**src/rtl/paddle_input_pkg.sv**
```systemverilog
// Shared constants and types for the Pong paddle input front end.
// Holds the UART command bytes, the repeat FSM states and a counter-width helper.
package paddle_input_pkg;

  localparam logic [7:0] CMD_UP1 = 8'h77;  // 'w'
  localparam logic [7:0] CMD_DN1 = 8'h73;  // 's'
  localparam logic [7:0] CMD_UP2 = 8'h69;  // 'i'
  localparam logic [7:0] CMD_DN2 = 8'h6B;  // 'k'
  localparam logic [7:0] CMD_RST = 8'h72;  // 'r'

  typedef enum logic [1:0] {
    IDLE,
    DELAY,
    REPEAT
  } rpt_state_e;

  // Keeps a degenerate limit of 1 from producing a zero-width counter.
  function automatic int unsigned cnt_width(input int unsigned n);
    return (n > 1) ? $clog2(n) : 1;
  endfunction

endpackage

```
**src/rtl/switch_repeat.sv**
```systemverilog
// One switch: debounce counter, stable level, rising-edge detect and
// hold-to-repeat FSM producing single-cycle move requests.
module switch_repeat
  import paddle_input_pkg::*;
#(
  parameter int unsigned DEBOUNCE_LIMIT = 250000,
  parameter int unsigned REPEAT_DELAY   = 6250000,
  parameter int unsigned REPEAT_PERIOD  = 1250000
) (
  input  logic i_Clk,
  input  logic i_Rst,
  input  logic i_Raw,
  output logic o_Level,
  output logic o_Pulse
);

  localparam int unsigned DbW    = cnt_width(DEBOUNCE_LIMIT);
  localparam int unsigned TmrMax = (REPEAT_DELAY > REPEAT_PERIOD) ? REPEAT_DELAY : REPEAT_PERIOD;
  localparam int unsigned TmrW   = cnt_width(TmrMax);

  localparam logic [DbW-1:0]  DbLast     = DbW'(DEBOUNCE_LIMIT - 1);
  localparam logic [TmrW-1:0] DelayLast  = TmrW'(REPEAT_DELAY - 1);
  localparam logic [TmrW-1:0] PeriodLast = TmrW'(REPEAT_PERIOD - 1);

  logic [DbW-1:0]  db_cnt_q, db_cnt_d;
  logic            stable_q, stable_d, stable_prev_q;
  logic [TmrW-1:0] tmr_q, tmr_d;
  rpt_state_e      state_q, state_d;
  logic            rise;
  logic            pulse;

  // Any sample matching the stable level restarts the run of differing samples.
  always_comb begin
    db_cnt_d = db_cnt_q;
    stable_d = stable_q;
    if (i_Raw == stable_q) begin
      db_cnt_d = '0;
    end else if (db_cnt_q == DbLast) begin
      stable_d = i_Raw;
      db_cnt_d = '0;
    end else begin
      db_cnt_d = db_cnt_q + DbW'(1);
    end
  end

  assign rise = stable_q & ~stable_prev_q;

  // Release is checked first so it wins over a timer expiry in the same cycle.
  always_comb begin
    state_d = state_q;
    tmr_d   = tmr_q;
    pulse   = 1'b0;
    if (!stable_q) begin
      state_d = IDLE;
      tmr_d   = '0;
    end else begin
      case (state_q)
        IDLE: begin
          if (rise) begin
            pulse   = 1'b1;
            tmr_d   = '0;
            state_d = DELAY;
          end
        end
        DELAY: begin
          if (tmr_q == DelayLast) begin
            pulse   = 1'b1;
            tmr_d   = '0;
            state_d = REPEAT;
          end else begin
            tmr_d = tmr_q + TmrW'(1);
          end
        end
        REPEAT: begin
          if (tmr_q == PeriodLast) begin
            pulse = 1'b1;
            tmr_d = '0;
          end else begin
            tmr_d = tmr_q + TmrW'(1);
          end
        end
        default: begin
          state_d = IDLE;
          tmr_d   = '0;
        end
      endcase
    end
  end

  always_ff @(posedge i_Clk) begin
    if (i_Rst) begin
      db_cnt_q      <= '0;
      stable_q      <= 1'b0;
      stable_prev_q <= 1'b0;
      tmr_q         <= '0;
      state_q       <= IDLE;
    end else begin
      db_cnt_q      <= db_cnt_d;
      stable_q      <= stable_d;
      stable_prev_q <= stable_q;
      tmr_q         <= tmr_d;
      state_q       <= state_d;
    end
  end

  assign o_Level = stable_q;
  assign o_Pulse = pulse;

endmodule

```
**src/rtl/paddle_input_ctrl.sv**
```systemverilog
// Pong input front end: four debounced, auto-repeating switches merged with
// UART paddle commands into registered single-cycle move and restart pulses.
module paddle_input_ctrl
  import paddle_input_pkg::*;
#(
  parameter int unsigned DEBOUNCE_LIMIT = 250000,
  parameter int unsigned REPEAT_DELAY   = 6250000,
  parameter int unsigned REPEAT_PERIOD  = 1250000
) (
  input  logic       i_Clk,
  input  logic       i_Rst,
  input  logic [3:0] i_Switch,
  input  logic       i_RX_DV,
  input  logic [7:0] i_RX_Byte,
  output logic [3:0] o_Level,
  output logic [3:0] o_Move,
  output logic       o_Game_Rst
);

  logic [3:0] fsm_pulse;
  logic [3:0] uart_move;
  logic       uart_rst;
  logic [3:0] move_q;
  logic       game_rst_q;

  for (genvar n = 0; n < 4; n++) begin : g_sw
    switch_repeat #(
      .DEBOUNCE_LIMIT(DEBOUNCE_LIMIT),
      .REPEAT_DELAY  (REPEAT_DELAY),
      .REPEAT_PERIOD (REPEAT_PERIOD)
    ) u_switch_repeat (
      .i_Clk  (i_Clk),
      .i_Rst  (i_Rst),
      .i_Raw  (i_Switch[n]),
      .o_Level(o_Level[n]),
      .o_Pulse(fsm_pulse[n])
    );
  end

  always_comb begin
    uart_move = '0;
    uart_rst  = 1'b0;
    if (i_RX_DV) begin
      case (i_RX_Byte)
        CMD_UP1: uart_move[0] = 1'b1;
        CMD_DN1: uart_move[1] = 1'b1;
        CMD_UP2: uart_move[2] = 1'b1;
        CMD_DN2: uart_move[3] = 1'b1;
        CMD_RST: uart_rst     = 1'b1;
        default: ;
      endcase
    end
  end

  // OR before the register so coincident sources collapse into one pulse.
  always_ff @(posedge i_Clk) begin
    if (i_Rst) begin
      move_q     <= '0;
      game_rst_q <= 1'b0;
    end else begin
      move_q     <= fsm_pulse | uart_move;
      game_rst_q <= uart_rst;
    end
  end

  assign o_Move     = move_q;
  assign o_Game_Rst = game_rst_q;

endmodule

```
**config.mk**
```make
export PLATFORM = sky130hd
export DESIGN_NAME = paddle_input_ctrl
export DESIGN_NICKNAME = d
export VERILOG_FILES = /design/src/rtl/paddle_input_pkg.sv /design/src/rtl/switch_repeat.sv /design/src/rtl/paddle_input_ctrl.sv
export SDC_FILE = /design/constraint.sdc
export NUM_CORES = 1
export LEC_CHECK = 0
export ABC_AREA = 1
export BUFFER_PORTS_ARGS = -buffer_cell sky130_fd_sc_hd__buf_4
export CAP_MARGIN = 20
export CORE_MARGIN = 1
export CORE_UTILIZATION = 41
export DETAILED_ROUTE_END_ITERATION = 7
export HOLD_SLACK_MARGIN = 0.1
export SLEW_MARGIN = 20
export SYNTH_ARGS = -nofsm -noshare
export SYNTH_HDL_FRONTEND = slang
export SYNTH_HIERARCHICAL = 1
export SYNTH_SLANG_ARGS = --single-unit
```
**constraint.sdc**
```tcl
create_clock -name i_Clk -period 1.6 [get_ports i_Clk]
set_clock_uncertainty 0.15 [all_clocks]
set_input_delay 0.4 -clock i_Clk [delete_from_list [all_inputs] [get_ports i_Clk]]
set_output_delay 0.4 -clock i_Clk [all_outputs]
set_load 0.1 [all_outputs]
```
== Word-level counts from Yosys, hierarchy flattened ==
Index checks and enable logic that the tools add are counted.
Word-level totals
  register bits after elaboration: 185
  bits in writable memories: 0
  output and inout bits: 9
  memory bits (read-only): 0
  bits of input ports: 15
  memories: 0
  bits in latches: 0
  word-level logic and storage cells: 164
Cells by class
  div/mod/pow operators: 0
  shifts and indexed selects: 0
  bitwise operators: 22
  $mul: 0
  eq/ne operators: 37
  $add $sub $neg: 8
  order comparisons: 0
  reductions and logical operators: 21
  mux-type cells: 54
Operator list (number)
  23-bit two-way mux: 12
  23-bit one-hot mux with 3 select lines: 4
  23-bit by 1-bit adder with 23-bit output, second input constant: 4
  23-bit by 21-bit equality test with 1-bit output, second input constant: 4
  23-bit equality test, second input constant: 4
  18-bit by 1-bit adder with 18-bit output, second input constant: 4
  18-bit equality test, second input constant: 4
  8-bit by 7-bit equality test with 1-bit output, second input constant: 5
  2-bit one-hot mux with 3 select lines: 4
  1-bit two-way mux: 21
  1-bit inverter: 17
  2-bit two-way mux: 8
  2-bit by 1-bit != test with 1-bit output, second input constant: 8
  1-bit one-hot mux with 3 select lines: 4
  3-bit AND reduction: 4
  3-bit OR reduction: 4
  2-bit OR reduction: 5
  2-bit by 1-bit equality test with 1-bit output, second input constant: 4
  2-bit equality test, second input constant: 4
  2-bit zero test: 4
  2-bit AND reduction: 4
  1-bit bitwise AND: 4
  1-bit equality test: 4
  4-bit two-way mux: 1
  4-bit bitwise OR: 1

== Depth between registers and ports, before layout ==
Gate-level depths: netlist (run 1).
  word-level depth: 6
  depth in mapped cells: 13
  mapped depth without buffers: 12

== Modules after synthesis ==
The synthesis (run 1) kept the hierarchy.
Modules (own cells, without submodules)
  switch_repeat (g_sw[0].u_switch_repeat ...): times used 3, area an instance 2688.8 µm², cells an instance 404, seq. area each 900.9 µm²
  switch_repeat (g_sw[3].u_switch_repeat): times used 1, area an instance 2588.7 µm², cells an instance 395, seq. area each 900.9 µm²
  paddle_input_ctrl: times used 1, area an instance 242.7 µm², cells an instance 38, seq. area each 100.1 µm²

== Least setup slack after synthesis (run 1) ==
No wires, ideal clock.
  path kind: register to register
  start: reg g_sw[0].u_switch_repeat.stable_q
  end: reg g_sw[0].u_switch_repeat.tmr_q[17]
  stages on the path, launching flop included: 7
  slack: -0.706 ns
  period minus slack after synthesis: 2.306 ns
  required time: 1.380 ns
  buffers on the path: 0
  arrival time: 2.086 ns
  library setup time: 0.070 ns
  cells stage by stage: dfxtp_1 inv_1 o21ai_4 inv_1 nor2_1 nand3_1 a21oi_1
On the way
  word-level cells in the longest chain between the ends: 2
  elaborated cells on any way between the ends: 4
  classes of those cells: eq/ne: 1; bitwise: 2; reduce/logical: 1
Ends and longest elaborated chain
  start: declaration: line switch_repeat.sv:26  | logic stable_q, stable_d, stable_prev_q;
  start signal: assignment: line switch_repeat.sv:99  | stable_q <= stable_d;
  1-bit bitwise AND or 1-bit inverter (tied branches)
  2-bit by 1-bit != test with 1-bit output (no line) or 2-bit OR reduction (tied branches)
  end signal: assignment: line switch_repeat.sv:101  | tmr_q <= tmr_d;
  end: declaration: line switch_repeat.sv:27  | logic [TmrW-1:0] tmr_q, tmr_d;
Parallel ways exist; a longest one is shown, timed or not.
A chain may end at the register's enable or synchronous reset.

== Final worst setup path (run 1) ==
  start: reg g_sw[0].u_switch_repeat.db_cnt_q[1]
  end: reg g_sw[0].u_switch_repeat.db_cnt_q[14]
On the way
  word-level cells in the longest chain between the ends: 2
  elaborated cells on any way between the ends: 3
  classes of those cells: add/sub: 1; eq/ne: 1; reduce/logical: 1
Ends and longest elaborated chain
  start: declaration: line switch_repeat.sv:25  | logic [DbW-1:0] db_cnt_q, db_cnt_d;
  start signal: assignment: line switch_repeat.sv:98  | db_cnt_q <= db_cnt_d;
  branches (longest 2 deep; another with 18-bit by 1-bit adder with 18-bit output)
Parallel ways; which one is timed is not known.

==> flow_metrics.py, run 1 <==
metrics = {
    "job": {
        "cap_violations": 0,
    },
    "routing": {
        "drtIter0Drc": 636,
        "viasPerCell": 5.05,
        "drt_pass1_iterations": 7,
        "post_drt_wl_per_cell_um": 13.8,
        "drc": 0,
        "drt-total-wl_mm": 32.5,
        "ant_nets": 0,
        "via_count": 11888,
    },
    "placed_design": {
        "routabilityCongestion": 0.909,
        "dp.cells": 2251,
        "numPortBuffers": 23,
        "place_hpwl_mm": 21.3,
        "dpl_cell_area_sq_um": 13600,
    },
    "global_route": {
        "grt.total_usage": 0.226,
        "antenna_found_initial": 0,
        "grt_pass1_vias": 10819,
        "grt_max_degree": 21,
        "grt-ovfl-total": 0,
        "grt_pass1_wl_mm": 50.0,
    },
    "sta": {
        "setup_viol": 142,
        "drv_slew": 0,
        "setup_tns_ps": -9320,
        "rsz0062_at_grt": "yes",
        "maxSlewHeadroom": 0.709,
        "finalCritPeriodShare": 1.08,
        "fmax_mhz": 576,
        "hold_viol": 0,
        "tightest_slew_ps": 436,
        "finalWorstSetupSlack_ps": -135,
        "min_period_ps": 1730,
    },
    "layout": {
        "fillers": 2092,
        "area_growth_pct": 56.4,
        "final_nets": 2044,
        "finalInstanceArea_sq_um": 17000,
        "final_cell_mix": "nand2_1, buf_4, inv_1",
        "final_cell_count_no_fill": 2353,
        "final_common_cell": "nand2_1",
        "antennaDiodeCount": 0,
        "drive_above_1_share": 0.474,
    },
    "yosys": {
        "syn-num-nets": 1684,
        "seq_area_frac_synth": 0.340,
        "synthCells": 1645,
        "avgSynthCellArea_sq_um": 6.62,
        "yosys_warnings": 6,
        "synth_cell_types": 41,
        "ys_ff_latch": 185,
        "netlist_area_sq_um": 10900,
    },
    "clock_tree": {
        "clock_sinks": 185,
        "numCtsBuffers": 17,
        "cts_htree_levels": 4,
        "cts.clk_slew.worst_paths_ps": 80,
        "clockBufferDepth": 2,
        "clk_latency_ps": 440,
        "clk_root_buffer_cell": "clkbuf_16",
        "cts_tree": "built",
    },
    "min_path": {
        "hold_start": "i_RX_Byte[0]",
        "min_path_cells": 3,
        "worstHoldPathType": "in -> reg",
        "min_to": "o_Game_Rst",
    },
    "critical_path": {
        "path_class": "reg -> reg",
        "worstPathMaxFanout": 5,
        "r2r-start": "g_sw[0].u_switch_repeat/db_cnt_q[1]",
        "critPathCaptureType": "register",
        "r2r-end": "g_sw[0].u_switch_repeat/db_cnt_q[14]",
        "crit_arrival_ps": 1920,
        "rrSetupSlack_ps": -130,
        "required_ps": 1790,
        "start_kind": "register",
        "reg2reg_depth": 9,
    },
    "pwr": {
        "leakagePower_nw": 6.42,
        "p_total_w": 0.00944,
        "power.density_nw_per_um2": 554,
        "vdd_drop_max_mv": 0.500,
    },
    "floorplanning": {
        "pin_count": 24,
        "coreArea_sq_um": 26100,
        "die_h_um": 165,
        "start_util": 0.418,
        "die_x_um": 165,
        "fp-row-count": 59,
        "die_area_sq_um": 27200,
    },
    "status": {
        "violations": "negative setup slack",
        "status": "complete, but fails checks",
    },
}
stage by stage:
step	utilization	worst slack, ps	hold slack [ps]
after CTS	0.596	-122	119
after floorplan	-	-43.2	246
final	0.654	-135	134
after detailed placement	0.521	-135	263
after global placement	0.521	-154	253
after global routing	0.654	-204	129
where the power goes:
group | total [W] | internal (W) | switching [W]
registers | 0.00457 | 0.00456 | 0.0000109
clock network | 0.00461 | 0.00244 | 0.00217
logic | 0.000254 | 0.000133 | 0.000121
kinds of logic after synthesis:
| group | synth area share |
|---|---|
| AND/OR/NAND/NOR | 0.429 |
| buffers and inverters | 0.0915 |
| flip-flops | 0.340 |
| AO/OA/AOI/OAI | 0.0719 |
| XOR/XNOR | 0.0402 |
| adder cells (fa/ha/maj) | 0.0276 |
synth_stat cells, drive strengths merged:
cell / instances / share of area
o22ai: 5 / 0.0029
nor3b: 7 / 0.0048
nand4: 47 / 0.027
a31oi: 3 / 0.0017
inv: 213 / 0.073
nor4: 11 / 0.0080
and3: 1 / 0.00057
clkbuf: 4 / 0.0014
nand3b: 12 / 0.0083
o21bai: 6 / 0.0041
clkinv: 3 / 0.0014
nand2: 418 / 0.16
o32ai: 1 / 0.00080
a21oi: 74 / 0.034
o21ai: 43 / 0.024
xnor2: 12 / 0.0096
nor2: 314 / 0.12
o211ai: 3 / 0.0021
a31o: 3 / 0.0024
nand3: 149 / 0.073
nor3: 41 / 0.022
dfxtp: 185 / 0.34
ha: 24 / 0.028
or2: 13 / 0.0075
buf: 15 / 0.015
xor2: 38 / 0.031
timing repair:
item                                   4_1_cts  5_1_grt
setup endpoints to repair                  167      187
gates cloned                                 7        5
endpoints found under the hold margin        3        0
setup buffers                               34       27
hold buffers                                 3        0
pin swaps                                   73      132
resized for setup                          238      372
worst max path at each step:
stage	from	endpoint	slack [ps]
global route	g_sw[0].u_switch_repeat/db_cnt_q[1]	g_sw[0].u_switch_repeat/db_cnt_q[14]	-200
CTS	g_sw[0].u_switch_repeat/db_cnt_q[0]	g_sw[0].u_switch_repeat/db_cnt_q[2]	-120
global placement	g_sw[2].u_switch_repeat/tmr_q[3]	g_sw[2].u_switch_repeat/tmr_q[13]	-150
floorplan	g_sw[0].u_switch_repeat/o_Level	g_sw[0].u_switch_repeat/tmr_q[13]	-40
finish	g_sw[0].u_switch_repeat/db_cnt_q[1]	g_sw[0].u_switch_repeat/db_cnt_q[14]	-130
detailed placement	g_sw[3].u_switch_repeat/tmr_q[0]	g_sw[3].u_switch_repeat/tmr_q[14]	-140
critical path, stage by stage, from the launching register on:
cell	delay [ps]
dfxtp_2	360
ha_4	150
nand2_4	60
inv_4	80
nand3_4	80
nor4_4	240
nand2_1	140
nand2_4	140
buf_6	160
nor2_1	50
layer usage:
metal  routed length (um)  GRT usage
met4                  512     0.0563
met5                    0          0
met2                16300      0.397
met3                 1000     0.0301
met1                14600      0.288
state kept, by name, indices dropped and copies added (netlist names):
name / count
o_Move: 4
g_sw.u_switch_repeat/stable_prev_q: 4
g_sw.u_switch_repeat/db_cnt_q: 72
g_sw.u_switch_repeat/tmr_q: 92
g_sw.u_switch_repeat/state_q: 8
o_Game_Rst: 1
g_sw.u_switch_repeat/o_Level: 4
final cells by class:
cell class,instances,area [sq um],area share
Multi-Input combinational cell,1229,8150,0.478
Clock buffer,17,425,0.0250
Sequential cell,185,3890,0.228
Timing Repair Buffer,356,3080,0.180
Inverter,216,861,0.0505
Tap cell,335,419,0.0246
Clock inverter,15,224,0.0131
Note: power is estimated with default switching activity, not from simulation.
==> run 2: changes to the inputs <==
==> constraint.sdc (replaced) <==
create_clock -name i_Clk -period 1.6 [get_ports i_Clk]
set_clock_uncertainty 0.15 [all_clocks]
set_input_delay 0.24 -clock i_Clk [delete_from_list [all_inputs] [get_ports i_Clk]]
set_output_delay 0.24 -clock i_Clk [all_outputs]
set_load 0.1 [all_outputs]
==> flow_metrics.py, run 2 (same netlist as run 1, synthesis figures left out) <==
metrics = {
    "status": {
        "status": "complete, but fails checks",
        "violations": "negative setup slack",
    },
    "sta": {
        "min_period_ps": 1720,
        "fmax_mhz": 582,
        "fin_hold_ws_ps": 110,
        "tightest_slew_ps": 488,
        "rsz0062_at_grt": "yes",
        "drv_slew": 0,
        "hold_viol": 0,
        "finalCritPeriodShare": 1.07,
        "setup_viol": 145,
        "maxSlewHeadroom": 0.674,
        "finalWorstSetupSlack_ps": -118,
    },
    "floorplanning": {
        "fp-row-count": 59,
        "coreArea_sq_um": 26100,
        "start_util": 0.418,
        "die_x_um": 165,
        "die_h_um": 165,
        "pin_count": 24,
        "die_area_sq_um": 27200,
    },
    "clock_tree": {
        "cts_htree_levels": 4,
        "cts.clk_slew.worst_paths_ps": 80,
        "numCtsBuffers": 17,
        "clk_latency_ps": 440,
        "clock_sinks": 185,
        "cts_tree": "built",
        "clk_root_buffer_cell": "clkbuf_16",
        "clockBufferDepth": 2,
    },
    "layout": {
        "final_cell_mix": "nand2_1, buf_4, inv_1",
        "top_regs": "g_sw.u_switch_repeat/tmr_q: 92 flops, g_sw.u_switch_repeat/db_cnt_q: 72 flops, g_sw.u_switch_repeat/state_q: 8 flops",
        "drive_above_1_share": 0.492,
        "final_common_cell": "nand2_1",
        "antennaDiodeCount": 0,
        "final_nets": 2067,
        "regMostFlops": "g_sw.u_switch_repeat/tmr_q",
        "largest_register_ff_count": 92,
        "final_cell_count_no_fill": 2376,
        "area_growth_pct": 59.1,
    },
    "pwr": {
        "vdd_drop_max_mv": 0.645,
        "power.density_nw_per_um2": 537,
        "leakagePower_nw": 6.59,
    },
    "routing": {
        "topRoutingLayerUsed": "met4",
        "ant_nets": 0,
        "drtIter0Drc": 628,
        "post_drt_wl_per_cell_um": 14.3,
        "via_count": 12062,
        "route.met3.wl_mm": 1.30,
        "met1_length_mm": 14.8,
        "met2_length_mm": 17.4,
        "drc": 0,
        "drt_pass1_iterations": 5,
        "viasPerCell": 5.08,
        "drt-total-wl_mm": 34.0,
    },
    "placed_design": {
        "dp.cells": 2263,
        "numPortBuffers": 23,
        "place_hpwl_mm": 21.1,
        "routabilityCongestion": 0.908,
        "dp_slack_ps": -164,
    },
    "critical_path": {
        "crit_arrival_ps": 1890,
        "critPathCaptureType": "register",
        "required_ps": 1780,
        "start_kind": "register",
        "worstPathMaxFanout": 6,
        "path_class": "reg -> reg",
    },
    "global_route": {
        "grt_pass1_wl_mm": 50.4,
        "grt_max_degree": 20,
        "antenna_found_initial": 1,
        "grt.total_usage": 0.228,
        "grt-ovfl-total": 0,
        "grt_pass1_vias": 11036,
    },
    "job": {
        "cap_violations": 0,
    },
    "min_path": {
        "worstHoldPathType": "in -> reg",
    },
}
-- run 2: cell count changes in the layout (fill, tap and decap cells not counted), sizes merged --
cell	delta
buf	+7
clkbuf	+1
bufinv	-1
dlygate4sd3	+16
-- run 2: critical path, cell delays in order (launching register included) --
cell,delay [ps]
dfxtp_4,370
ha_4,140
nand3_4,130
clkinv_4,90
nand3_4,100
o21ai_4,180
nand2_4,90
nand2_4,90
nand2_8,90
nand2_8,120
nor2_2,40
-- run 2: what timing repair did --
item,CTS,global route
hold endpoints to repair,10,2
pin swaps,69,141
buffers inserted,27,27
gates resized for setup,221,428
endpoints found under the setup margin,157,181
cloned,7,6
hold buffers,20,1
-- run 2: cell type report --
cell class	instances	area [sq um]
clock buffers	18	439
clock inverters	14	179
fillers	2084	8720
inverters	216	871
multi-input cells	1229	8320
flip-flops and latches	185	3890
well taps	335	419
repair buffers	379	3220
-- run 2: worst paths after layout --
kind,cells past startpoint,slack (ps),startpoint,endpoint
min,2,110,i_Rst,g_sw[2].u_switch_repeat/stable_prev_q
min reg2reg,2,330,g_sw[0].u_switch_repeat/db_cnt_q[17],g_sw[0].u_switch_repeat/db_cnt_q[17]
max reg2reg,10,-120,g_sw[0].u_switch_repeat/tmr_q[1],g_sw[0].u_switch_repeat/tmr_q[2]
max,10,-120,g_sw[0].u_switch_repeat/tmr_q[1],g_sw[0].u_switch_repeat/tmr_q[2]
-- run 2: power by group --
| group | switching [W] | total, W | internal [W] |
|---|---|---|---|
| Sequential | 0.0000104 | 0.00457 | 0.00456 |
| Combinational | 0.000138 | 0.000305 | 0.000167 |
| Clock | 0.00213 | 0.00444 | 0.00230 |
-- run 2: per-stage QoR --
step                total power (W)  utilization  setup TNS (ps)  instance area, sq um
floorplan                   0.00479            -            -720                 11100
global placement            0.00488        0.525           -5260                 13700
CTS                         0.00940        0.600           -3380                 15600
detailed placement          0.00488        0.525           -8890                 13700
global route                0.00962        0.665          -21400                 17300
finish                      0.00931        0.665           -6780                 17300
-- run 2: per-layer routing --
layer  up-vias  track usage
met5         -            0
met4         0       0.0696
met3        42       0.0334
met2       267        0.398
met1      5703        0.288
li1       6050            -
